### config.mk
export PLATFORM = sky130hd
export DESIGN_NAME = reg_read_port
export DESIGN_NICKNAME = d
export VERILOG_FILES = /design/src/rtl/reg_read_port.sv
export SDC_FILE = /design/constraint.sdc
export NUM_CORES = 1
export LEC_CHECK = 0
export CAP_MARGIN = 20
export CORE_ASPECT_RATIO = 0.75
export CORE_UTILIZATION = 40
export CTS_BUF_LIST = sky130_fd_sc_hd__clkbuf_16
export CTS_CLUSTER_DIAMETER = 60
export DETAILED_ROUTE_END_ITERATION = 7
export GPL_TIMING_DRIVEN = 0
export PLACE_DENSITY_LB_ADDON = 0.3
export SYNTH_ARGS = -nofsm -noshare
export SYNTH_HDL_FRONTEND = slang
export SYNTH_SLANG_ARGS = --single-unit
### constraint.sdc
create_clock -name clk -period 2.15 [get_ports clk]
set_input_delay 0.43 -clock clk [delete_from_list [all_inputs] [get_ports clk]]
set_output_delay 0.43 -clock clk [all_outputs]
set_load 0.05 [all_outputs]
### src/rtl/reg_read_port.sv
// reg_read_port
// Operand-fetch stage on the read side of the 16 x 16-bit register bank.
// It accepts a decoded instruction (register indices plus an optional
// immediate) over a valid/ready request handshake. It selects both operands
// from the bank, with same-cycle bypass from the ALU result bus. It then
// presents the registered operands to the ALU over a valid/ready output
// handshake. The stage holds a single entry and has one cycle of latency.
//
// Ports:
//   clk        clock, all state updates on the rising edge
//   reset      asynchronous, active-low reset
//   r0..r15    current register bank contents
//   ALUBus     value being written into the bank this cycle
//   regEnable  per-register write enables for this cycle (bit i writes r_i)
//   req_valid  request present
//   req_ready  stage can accept a request this cycle
//   rdst       destination / first-operand register index
//   rsrc       source register index
//   use_imm    take operand B from the extended immediate instead of r[rsrc]
//   imm        immediate field
//   op_valid   operands valid
//   op_ready   ALU consumes the operands this cycle
//   opA        operand A (contents of rdst)
//   opB        operand B (contents of rsrc or the extended immediate)
//   op_dst     rdst carried alongside the operands for writeback
module reg_read_port #(
  parameter int DATA_W     = 16,
  parameter int IMM_W      = 8,
  parameter int IMM_SIGNED = 1
) (
  input  logic              clk,
  input  logic              reset,
  input  logic [DATA_W-1:0] r0,
  input  logic [DATA_W-1:0] r1,
  input  logic [DATA_W-1:0] r2,
  input  logic [DATA_W-1:0] r3,
  input  logic [DATA_W-1:0] r4,
  input  logic [DATA_W-1:0] r5,
  input  logic [DATA_W-1:0] r6,
  input  logic [DATA_W-1:0] r7,
  input  logic [DATA_W-1:0] r8,
  input  logic [DATA_W-1:0] r9,
  input  logic [DATA_W-1:0] r10,
  input  logic [DATA_W-1:0] r11,
  input  logic [DATA_W-1:0] r12,
  input  logic [DATA_W-1:0] r13,
  input  logic [DATA_W-1:0] r14,
  input  logic [DATA_W-1:0] r15,
  input  logic [DATA_W-1:0] ALUBus,
  input  logic [15:0]       regEnable,
  input  logic              req_valid,
  output logic              req_ready,
  input  logic [3:0]        rdst,
  input  logic [3:0]        rsrc,
  input  logic              use_imm,
  input  logic [IMM_W-1:0]  imm,
  output logic              op_valid,
  input  logic              op_ready,
  output logic [DATA_W-1:0] opA,
  output logic [DATA_W-1:0] opB,
  output logic [3:0]        op_dst
);

  typedef enum logic {
    EMPTY = 1'b0,
    FULL  = 1'b1
  } state_e;

  state_e state_q, state_d;

  logic [DATA_W-1:0] opa_q, opa_d;
  logic [DATA_W-1:0] opb_q, opb_d;
  logic [3:0]        op_dst_q, op_dst_d;

  logic [DATA_W-1:0] bank   [16];
  logic [DATA_W-1:0] bypass [16];
  logic [DATA_W-1:0] imm_ext;
  logic [DATA_W-1:0] sel_a;
  logic [DATA_W-1:0] sel_b;
  logic              imm_fill;
  logic              accept;
  logic              consume;

  // Handshake terms. req_ready is a pure pass-through of op_ready when full,
  // which is what gives one operand per cycle while the ALU keeps accepting.
  assign op_valid  = (state_q == FULL);
  assign req_ready = !op_valid || op_ready;
  assign accept    = req_valid && req_ready;
  assign consume   = op_valid && op_ready;

  // Per-register bypass: a register being written this cycle yields the
  // value on the ALU bus, not its stale contents. Each enable bit is
  // evaluated on its own, so a multi-hot regEnable still bypasses every
  // matching index.
  always_comb begin
    bank[0]  = r0;   bank[1]  = r1;   bank[2]  = r2;   bank[3]  = r3;
    bank[4]  = r4;   bank[5]  = r5;   bank[6]  = r6;   bank[7]  = r7;
    bank[8]  = r8;   bank[9]  = r9;   bank[10] = r10;  bank[11] = r11;
    bank[12] = r12;  bank[13] = r13;  bank[14] = r14;  bank[15] = r15;
    for (int i = 0; i < 16; i++) begin
      bypass[i] = regEnable[i] ? ALUBus : bank[i];
    end
  end

  // Immediate extension. The fill bit is the immediate's MSB when signed and
  // zero otherwise.
  always_comb begin
    imm_fill = (IMM_SIGNED != 0) ? imm[IMM_W-1] : 1'b0;
    imm_ext  = {{(DATA_W-IMM_W){imm_fill}}, imm};
  end

  // Operand selection. rdst == rsrc is allowed, and both operands then see
  // the same bypassed value.
  always_comb begin
    sel_a = bypass[rdst];
    sel_b = use_imm ? imm_ext : bypass[rsrc];
  end

  // Next-state logic: fill on accept, stay full while a new request replaces
  // the consumed one or while stalled, and drain on a consume with no accept.
  always_comb begin
    state_d = state_q;
    case (state_q)
      EMPTY: if (accept) state_d = FULL;
      FULL: begin
        if (consume && !accept) begin
          state_d = EMPTY;
        end else begin
          state_d = FULL;
        end
      end
      default: state_d = EMPTY;
    endcase
  end

  // Operand payload: captured only on accept. While stalled, or after a
  // drain, the held operands stay bit-stable. Later bank writes do not
  // refresh a held entry; upstream logic is responsible for that hazard.
  always_comb begin
    opa_d    = opa_q;
    opb_d    = opb_q;
    op_dst_d = op_dst_q;
    if (accept) begin
      opa_d    = sel_a;
      opb_d    = sel_b;
      op_dst_d = rdst;
    end
  end

  // State register. Reset clears both the valid state and the payload
  // immediately, which discards any operand that is still in flight.
  always_ff @(posedge clk or negedge reset) begin
    if (!reset) begin
      state_q  <= EMPTY;
      opa_q    <= '0;
      opb_q    <= '0;
      op_dst_q <= '0;
    end else begin
      state_q  <= state_d;
      opa_q    <= opa_d;
      opb_q    <= opb_d;
      op_dst_q <= op_dst_d;
    end
  end

  assign opA    = opa_q;
  assign opB    = opb_q;
  assign op_dst = op_dst_q;

endmodule
==> results.rst <==
.. list-table::
   :header-rows: 1

   * - Metric
     - Value
   * - Switching part of the total
     - 47.6%
   * - Setup skew after layout
     - 0.00843 ns
   * - Post-route DRC
     - 0
   * - Achievable frequency
     - 447 MHz
   * - Post-synthesis async set-or-reset flop share
     - 100%
   * - Count of hold-fix buffers inserted at cts
     - 0
   * - TritonCTS Buffers
     - 5
   * - Io pins
     - 347
   * - Slew margin rel.
     - 42.1%
   * - Leading register cell type out of synthesis
     - dfrtp_1
   * - Area leader, netlist
     - mux2i_1
   * - Final Wtd Congestion
     - 1.10
   * - Data arrival, critical path
     - 2.45 ns
   * - Required time at the endpoint of the critical path
     - 2.36 ns
   * - RSZ-0062 raised after global routing
     - true
   * - Final max-slew violation count
     - 0
   * - Maximum number of pins on one net before global-route repair
     - 27
   * - Pre-CTS WS
     - -1.19 ns
   * - Library cell with the highest instance count after synthesis
     - mux2i_1
   * - Detailed Place HPWL
     - 50.0 mm
   * - Cell Pwr Density
     - 411 nW/um^2
   * - Pre-antenna DRT Iters
     - 8
   * - GR Overflow Total
     - 0
   * - Die boundary height
     - 136 um
   * - Final instance area
     - 14000 sq um
   * - Part of the power in combinational logic
     - 67.6%
   * - Total number of vias
     - 12800
   * - Final worst slack
     - -0.0850 ns
   * - Area share of the largest cell type after synthesis
     - 20.7%
   * - Routed wire length
     - 62.7 mm
   * - R2R cell count
     - 7
   * - Net count after synthesis
     - 1406
   * - Post-route ant nets
     - 0
   * - Violated checks
     - setup timing
   * - Register-to-register setup slack
     - 0.31 ns
   * - Clock Power Share
     - 16.4%
   * - Post-synthesis sequential area ratio
     - 9.68%
   * - Crit Reg-Reg Endpoint
     - opB[1]$_DFFE_PN0P_
   * - Internal power of the cells
     - 0.00301 W
   * - Number of flops mapped to enable cells by yosys
     - 0
   * - Global router's overall resource usage
     - 50.0%
   * - Area overhead of the layout relative to synthesis
     - 46.3%
   * - Number of unique standard cell types used by synthesis
     - 69
   * - Net load switching power
     - 0.00274 W
   * - Number of violations of the max-capacitance limit
     - 0
   * - CP Class
     - in -> reg
   * - Clock transition at path regs
     - 0.07 ns
   * - Clk sinks
     - 37
   * - Final Hold Viols
     - 0
   * - Startpoint kind of the worst setup timing path
     - primary input
   * - Reg power frac
     - 16.0%
   * - Area of the placeable core
     - 23200 sq um
   * - Setup violation total in the final timing report
     - 8
   * - Most common library cells after synthesis
     - 198 x mux2i_1, 78 x mux2_2, 74 x nor2_1
   * - Yosys warning total
     - 0
   * - Row count
     - 48
   * - Placed Instance Area
     - 13200 sq um
   * - Layout cells sized above 1
     - 23.4%
   * - Syn Area/Cell
     - 8.72 sq um
   * - Worst-path maximum fanout
     - 10
   * - Hold Crit Class
     - in -> async
   * - End-of-flow core utilization
     - 60.2%
   * - Number of filler cells placed in the layout
     - 1973
   * - Vias in the first global route
     - 12300
   * - Antenna violations before repair
     - 1
   * - WL/cell
     - 36.0 um
   * - Initial drt markers
     - 2238
   * - Reg-to-Reg Start
     - op_valid$_DFF_PN0_
   * - Transition time of the tightest slew-check pin
     - 0.868 ns
   * - Port Buf Inserts
     - 325
   * - Status
     - finished, violations left
   * - Die Area
     - 24500 sq um
   * - IR Drop Worst-Case VDD
     - 446 uV
   * - Clock period minus worst slack
     - 2.23 ns
   * - Register bit count reported by yosys
     - 37
   * - Source-to-sink clock delay at the later pin of the worst-skew pair
     - 0.31 ns
   * - Post-DR vias/cell
     - 7.36
   * - Biggest area contributors in the synthesized netlist
     - mux2i_1 21%, mux4_2 13%, dfrtp_1 9.7%
   * - Maximum clock insertion buffer count
     - 2
   * - Final cycle utilization of the critical path
     - 104%
   * - Total power
     - 0.00575 W
   * - Die Wd
     - 181 um
   * - CTS tree
     - built
   * - Number of inserted diodes
     - 0
   * - Critical path capture point type
     - flip-flop
   * - Netlist area before placement
     - 9560 sq um
   * - Root buffer selected by CTS
     - clkbuf_16
   * - Cell count after synthesis
     - 1097
   * - Global-route wire length before repair
     - 87.1 mm
   * - Clock H-tree levels
     - 2
   * - Final net count
     - 1749
   * - Effective utilization at floorplan
     - 41.1%
   * - Leakage
     - 5.51 nW
[area by class of cell]
type                            count  area (sq um)  share of cell area, %
Buffer                            136           932                   6.66
Clock buffer                        5           125                  0.894
Clock inverter                      3          46.3                  0.331
Inverter                           12          48.8                  0.349
Multi-Input combinational cell    912          8150                   58.2
Sequential cell                    37           926                   6.62
Tap cell                          300           375                   2.68
Timing Repair Buffer              336          3390                   24.2
[stage by stage]
step	hold slack (ns)	TNS (ns)	instances
3_5_place_dp	0.385	-25.10	1725
3_3_place_gp	0.463	-45.81	1722
5_1_grt	0.0749	-0.00613	1741
2_1_floorplan	0.134	0	1097
4_1_cts	0.0641	0	1741
6_report	0.0584	-0.203	1741
[worst max path at each step]
| stage | from | to | slack [ns] |
|---|---|---|---|
| 2_1_floorplan | op_valid$_DFF_PN0_ | opB[10]$_DFFE_PN0P_ | 0.02 |
| 3_3_place_gp | rsrc[2] | opB[1]$_DFFE_PN0P_ | -1.48 |
| 3_5_place_dp | ALUBus[2] | opA[2]$_DFFE_PN0P_ | -1.19 |
| 4_1_cts | op_ready | opA[14]$_DFFE_PN0P_ | 0.001 |
| 5_1_grt | regEnable[4] | opB[1]$_DFFE_PN0P_ | -0.006 |
| 6_report | ALUBus[12] | opA[12]$_DFFE_PN0P_ | -0.08 |
[registers in the layout (all words and copies together) (netlist names)]
register  cells
opA          16
op_dst        4
op_valid      1
opB          16
[metal layers]
layer | vias to the layer above | global-route usage, % | routed length [um]
met1 | 6096 | 66.7 | 24500
li1 | 5040 | - | -
met4 | 6 | 17.1 | 2650
met3 | 254 | 27.9 | 11900
met2 | 1422 | 66.5 | 23500
met5 | - | 0 | 130
[cells by family after synthesis]
family | count (synthesis) | synth area share, %
buf+inv | 148 | 8.30
flops | 37 | 9.68
mux | 347 | 45.1
simple gates | 283 | 15.3
compound gates | 282 | 21.6
[power groups by stage]
| stage | clock, W | sequential, W | combinational [W] |
|---|---|---|---|
| floorplan | 0 | 0.00133 | 0.00151 |
| detailed placement | 0 | 0.000922 | 0.00355 |
| global placement | 0 | 0.000921 | 0.00354 |
| finish | 0.000944 | 0.000919 | 0.00388 |
| CTS | 0.000925 | 0.000910 | 0.00364 |
| global route | 0.000958 | 0.000928 | 0.00394 |
[placed cells by master, fill, tap and decap left out, types with 37 or more instances in the layout]
master / n
buf_4: 37
nand2_1: 57
mux4_2: 56
o21ai_0: 40
mux2_2: 77
mux2i_1: 190
nor2_1: 68
dfrtp_1: 37
clkdlybuf4s50_1: 309
[worst max-delay path, cell delays in order]
cell	delay [ns]
dlygate4sd2_1	0.38
buf_4	0.26
mux2i_1	0.16
mux2_2	0.30
a22oi_1	0.27
nand4_1	0.38
o21ai_0	0.27
[timing repair]
| item | in CTS | in global routing |
|---|---|---|
| setup endpoints to repair | 37 | 33 |
| pin swaps | 4 | 10 |
| buffers inserted | 8 | 0 |
| resized for setup | 98 | 97 |
No activity file was read; power rests on OpenSTA's default activity.
